## src/rtl/pc_fetch_unit_pkg.sv

```systemverilog
// Shared FSM encoding and default widths for the PC / instruction-fetch stage.
package pc_fetch_unit_pkg;

    localparam int ADDR_W_DEF     = 64;
    localparam int INSTR_W_DEF    = 32;
    localparam int ALIGN_BITS_DEF = 2;

    localparam logic [1:0] ST_FETCH = 2'd0;
    localparam logic [1:0] ST_WAIT  = 2'd1;
    localparam logic [1:0] ST_READY = 2'd2;
    localparam logic [1:0] ST_FAULT = 2'd3;

endpackage

```

## src/rtl/pc_fetch_unit_pc_register.sv

```systemverilog
// Architectural PC: loads start_pc during reset, next_pc when load_en; 1-cycle update.
// Also flags whether next_pc meets the alignment rule; no backpressure of its own.
module pc_fetch_unit_pc_register #(
    parameter int ADDR_W     = 64,
    parameter int ALIGN_BITS = 2
) (
    input  logic              clk,
    input  logic              reset_l,
    input  logic [ADDR_W-1:0] start_pc,
    input  logic [ADDR_W-1:0] next_pc,
    input  logic              load_en,
    output logic [ADDR_W-1:0] pc,
    output logic              next_aligned
);

    assign next_aligned = (next_pc[ALIGN_BITS-1:0] == '0);

    always_ff @(posedge clk) begin
        if (!reset_l) begin
            pc <= start_pc;
        end else if (load_en) begin
            pc <= next_pc;
        end
    end

endmodule

```

## src/rtl/pc_fetch_unit.sv

```systemverilog
// PC + single-outstanding fetch stage; 3 cycles/instr with zero-wait memory (accept, respond, retire).
// Request held stable until imem_req_ready; instruction held until pc_advance. FETCH_PERF_EN adds perf counters.
module pc_fetch_unit
    import pc_fetch_unit_pkg::*;
#(
    parameter int ADDR_W     = ADDR_W_DEF,
    parameter int INSTR_W    = INSTR_W_DEF,
    parameter int ALIGN_BITS = ALIGN_BITS_DEF
) (
    input  logic               CLK,
    input  logic               Reset_L,
    input  logic [ADDR_W-1:0]  startPC,
    input  logic [ADDR_W-1:0]  NextPC,
    input  logic               pc_advance,
    output logic               imem_req_valid,
    output logic [ADDR_W-1:0]  imem_req_addr,
    input  logic               imem_req_ready,
    input  logic               imem_rsp_valid,
    input  logic [INSTR_W-1:0] imem_rsp_data,
    output logic [ADDR_W-1:0]  CurrentPC,
    output logic [INSTR_W-1:0] Instruction,
    output logic               instr_valid,
    output logic               pc_fault
`ifdef FETCH_PERF_EN
    ,
    output logic [31:0]        fetch_count,
    output logic [31:0]        stall_cycles
`endif
);

    logic [1:0] state;
    logic       next_aligned;
    logic       accept;
    logic       pc_load;

    assign imem_req_valid = Reset_L && (state == ST_FETCH);
    assign imem_req_addr  = CurrentPC;
    assign instr_valid    = (state == ST_READY);
    assign accept         = imem_req_valid && imem_req_ready;
    assign pc_load        = (state == ST_READY) && pc_advance && next_aligned;

    pc_fetch_unit_pc_register #(
        .ADDR_W     (ADDR_W),
        .ALIGN_BITS (ALIGN_BITS)
    ) u_pc_register (
        .clk          (CLK),
        .reset_l      (Reset_L),
        .start_pc     (startPC),
        .next_pc      (NextPC),
        .load_en      (pc_load),
        .pc           (CurrentPC),
        .next_aligned (next_aligned)
    );

    // Responses are only taken in WAIT, so a late response after reset is dropped.
    always_ff @(posedge CLK) begin
        if (!Reset_L) begin
            state       <= ST_FETCH;
            Instruction <= '0;
            pc_fault    <= 1'b0;
        end else begin
            case (state)
                ST_FETCH: if (accept) state <= ST_WAIT;
                ST_WAIT: begin
                    if (imem_rsp_valid) begin
                        Instruction <= imem_rsp_data;
                        state       <= ST_READY;
                    end
                end
                ST_READY: begin
                    if (pc_advance) begin
                        if (next_aligned) begin
                            state <= ST_FETCH;
                        end else begin
                            state    <= ST_FAULT;
                            pc_fault <= 1'b1;
                        end
                    end
                end
                ST_FAULT: state <= ST_FAULT;
                default:  state <= ST_FAULT;
            endcase
        end
    end

`ifdef FETCH_PERF_EN
    logic stall;

    assign stall = ((state == ST_FETCH) && !imem_req_ready) ||
                   ((state == ST_WAIT) && !imem_rsp_valid);

    always_ff @(posedge CLK) begin
        if (!Reset_L) begin
            fetch_count  <= '0;
            stall_cycles <= '0;
        end else begin
            if (accept && (fetch_count != '1)) begin
                fetch_count <= fetch_count + 32'd1;
            end
            if (stall && (stall_cycles != '1)) begin
                stall_cycles <= stall_cycles + 32'd1;
            end
        end
    end
`endif

endmodule
```

## config.mk

```make
export PLATFORM = sky130hd
export DESIGN_NAME = pc_fetch_unit
export DESIGN_NICKNAME = d
export VERILOG_FILES = /design/src/rtl/pc_fetch_unit_pkg.sv /design/src/rtl/pc_fetch_unit_pc_register.sv /design/src/rtl/pc_fetch_unit.sv
export SDC_FILE = /design/constraint.sdc
export NUM_CORES = 1
export LEC_CHECK = 0
export ABC_AREA = 0
export CAP_MARGIN = 25
export CORE_AREA = 3 3 127 129
export DETAILED_ROUTE_END_ITERATION = 8
export DIE_AREA = 0 0 130 132
export GPL_TIMING_DRIVEN = 0
export PLACE_DENSITY = 0.84
export RECOVER_POWER = 100
export SYNTH_ARGS = -nofsm -noshare
export SYNTH_HDL_FRONTEND = slang
export SYNTH_SLANG_ARGS = --single-unit
export TNS_END_PERCENT = 30
```

## constraint.sdc

```tcl
create_clock -name CLK -period 8.64 [get_ports CLK]
set_input_delay 1.728 -clock CLK [delete_from_list [all_inputs] [get_ports CLK]]
set_output_delay 1.728 -clock CLK [all_outputs]
set_load 0.03 [all_outputs]
```

==> impl_metrics.json <==
{
  "cp-start-kind": "input port",
  "layout-drive-gt1-share_pct": 22.4,
  "htreeDepth": 3,
  "detail-route-antenna-nets": 0,
  "power_frac_clock_pct": 31.6,
  "synth_cells": 360,
  "wire_per_inst_um": 17.8,
  "drt_iter0_drc": 146,
  "synth_top_family_by_area": "multiplexers",
  "critPathArrivalTime_ns": 5.85,
  "fill_cells": 1325,
  "p_sw_share_pct": 28.4,
  "grt-ovfl-total": 0,
  "synth_compound_area_share_pct": 8.72,
  "grt_usage_pct": 18.1,
  "nNetsFinal": 864,
  "violations": "capacitance limit, slew limit",
  "max_stage_delay_ns": 2.05,
  "p_leak_uw": 0.00325,
  "yosysTopAreaCell": "edfxtp_1",
  "cts_resized": 0,
  "hpwlAfterDp_um": 13000,
  "grt_start_max_net_pins": 25,
  "die_h_um": 132,
  "clock_skew_ns": 0.00784,
  "cp_max_fo": 24,
  "antenna_found_initial": 1,
  "first_pass_iters": 4,
  "synthMuxAreaShare_pct": 15.5,
  "cap_violations": 1,
  "yosysWarnings": 0,
  "syn_area_um2": 4650,
  "fin_crit_sh_pct": 68.2,
  "hold_viol": 0,
  "dieArea_um2": 17200,
  "ys_types": 21,
  "vias": 3904,
  "p_int_uw": 943,
  "syn-num-nets": 525,
  "combinationalPowerShare_pct": 26.3,
  "dieWidth_um": 130,
  "cts_hold_buf": 0,
  "worstSkewPairLatency_ns": 0.35,
  "root_buffer": "clkbuf_16",
  "slew_viol_final": 20,
  "hold_slack_ns": 0.453,
  "crit_chain": "dlygate4sd3_1 -> nor2_1 -> nand2_1 -> o21ai_0 -> clkbuf_1",
  "cts_max_path_buffers": 2,
  "dpl.cell_count": 876,
  "rows": 45,
  "grt_pass1_wl_um": 23300,
  "cts_buffers": 9,
  "yosys_register_bits": 99,
  "cp_slowest_cell": "o21ai_0",
  "coreArea_um2": 15100,
  "drt_wl_total_um": 15900,
  "synth_xor_area_share_pct": 0,
  "layout_min_cycle_time_ns": 5.90,
  "max_freq_mhz": 170,
  "synth_area_per_cell_um2": 12.9,
  "relSlewSlack_pct": -85.0,
  "cp_data_required_time_ns": 8.59,
  "finalSetupViolations": 0,
  "fin_cells": 893,
  "synth_fa_ha_area_share_pct": 0,
  "grt_pass1_vias": 4065,
  "clkTransAtPathRegs_ns": 0.07,
  "drc": 0,
  "status": "complete, but fails checks",
  "start_util_pct": 30.7,
  "p_per_area_nw_per_um2": 158,
  "portBuffers": 326,
  "cts.sinks": 99,
  "crit_type": "in2reg",
  "cts_setup_buffers": 0,
  "synth_area_leaders": "edfxtp_1 41%, mux2_2 16%, dfxtp_1 15%",
  "synth-simple-area-share_pct": 6.27,
  "syn2layout_area_growth_pct": 79.8,
  "worst_pin_slew_ns": 2.75,
  "hold_class": "reg2reg",
  "yosysSeqAreaShare_pct": 56.4,
  "rsz0062_at_grt": "no",
  "netlist.area_leader.share_pct": 41.3,
  "power_switching_uw": 375,
  "cts_tree": "yes",
  "power_frac_seq_pct": 42.1,
  "vias_per_cell": 4.37,
  "globalplace.congestion": 0.819,
  "io_pins": 328,
  "end_kind": "flop",
  "vdd_ir_drop_max_uv": 81.9
}
==> cell type report <==
| cell class | count | area (um2) | area share [%] |
|---|---|---|---|
| clock inverters | 7 | 77.6 | 0.928 |
| inverters | 2 | 7.51 | 0.0898 |
| diodes | 1 | 2.50 | 0.0299 |
| well taps | 188 | 235 | 2.81 |
| repair buffers | 328 | 3270 | 39.1 |
| clock buffers | 9 | 225 | 2.69 |
| flip-flops and latches | 99 | 2620 | 31.4 |
| multi-input cells | 177 | 1340 | 16.0 |
| plain buffers | 82 | 581 | 6.94 |
==> placed cells by master, fill, tap and decap left out, drive strengths merged <==
cell type,n
dlygate4sd3,185
clkdlybuf4s50,141
buf,70
nand2,68
edfxtp,64
mux2,64
dfxtp,35
a21boi,32
clkbuf,23
clkinvlp,4
inv,3
nor2,2
o21ai,2
a22o,2
diode,1
nand2b,1
and2,1
and3b,1
nand3b,1
o31ai,1
a21o,1
o211a,1
bufinv,1
clkinv,1
==> cells by family (layout without fill, tap and decap cells) <==
kind of cell / Yosys count / in the layout
AOI/OAI and AO/OA: 39 / 39
buffers and inverters: 84 / 428
DFF: 99 / 99
muxes: 64 / 64
other: 0 / 1
and+or+nand+nor: 74 / 74
==> layer usage <==
layer | track usage, % | routed length, um
met5 | 0 | 0
met4 | 5.83 | 354
met3 | 6.28 | 1420
met2 | 32.2 | 8250
met1 | 19.9 | 5890
==> worst max-delay path: cells and delay by family <==
kind / cells / cell delay [ns]
compound gates: 1 / 2.05
buf+inv: 2 / 1.69
simple gates: 2 / 0.37
==> per-stage QoR <==
step | total power [uW] | area [um2] | setup WS (ns) | utilization, % | TNS, ns
finish | 1320 | 8360 | 2.74 | 55.2 | 0
global route | 1370 | 8360 | 2.31 | 55.2 | 0
CTS | 1370 | 8520 | 3.87 | 56.2 | 0
detailed placement | 945 | 8210 | 3.87 | 54.2 | 0
global placement | 940 | 8150 | -1.56 | 53.8 | -99.40
floorplan | 755 | 4650 | 1.60 | - | 0
==> power groups by stage <==
| stage | clock network, uW | registers [uW] | logic (uW) |
|---|---|---|---|
| after floorplan | 0 | 622 | 134 |
| after global placement | 0 | 569 | 371 |
| after detailed placement | 0 | 566 | 379 |
| after CTS | 430 | 555 | 380 |
| after global routing | 450 | 558 | 367 |
| final | 416 | 554 | 347 |
==> flip-flops by register name, summed over array words and instances, names as in the netlist <==
register	count
pc_fault	1
Instruction	32
u_pc_register.pc	64
state	2
==> Yosys cell counts <==
| master | instances |
|---|---|
| a21boi_0 | 2 |
| a21boi_2 | 30 |
| a21o_1 | 1 |
| a22o_1 | 2 |
| and2_1 | 1 |
| and3b_1 | 1 |
| buf_2 | 7 |
| buf_4 | 68 |
| buf_6 | 4 |
| clkbuf_1 | 3 |
| dfxtp_1 | 35 |
| edfxtp_1 | 64 |
| inv_1 | 2 |
| mux2_2 | 64 |
| nand2_1 | 68 |
| nand2b_1 | 1 |
| nand3b_1 | 1 |
| nor2_1 | 2 |
| o211a_1 | 1 |
| o21ai_0 | 2 |
| o31ai_1 | 1 |
==> final timing paths <==
check | start | endpoint | slack (ns) | cells past startpoint
setup / recovery | NextPC[1] | u_pc_register.pc[10] | 2.74 | 5
hold / removal | pc_fault | pc_fault | 0.45 | 2
setup reg to reg | state[0] | u_pc_register.pc[10] | 4.48 | 3
hold reg to reg | pc_fault | pc_fault | 0.45 | 2
Note: power is estimated with default switching activity, not from simulation.
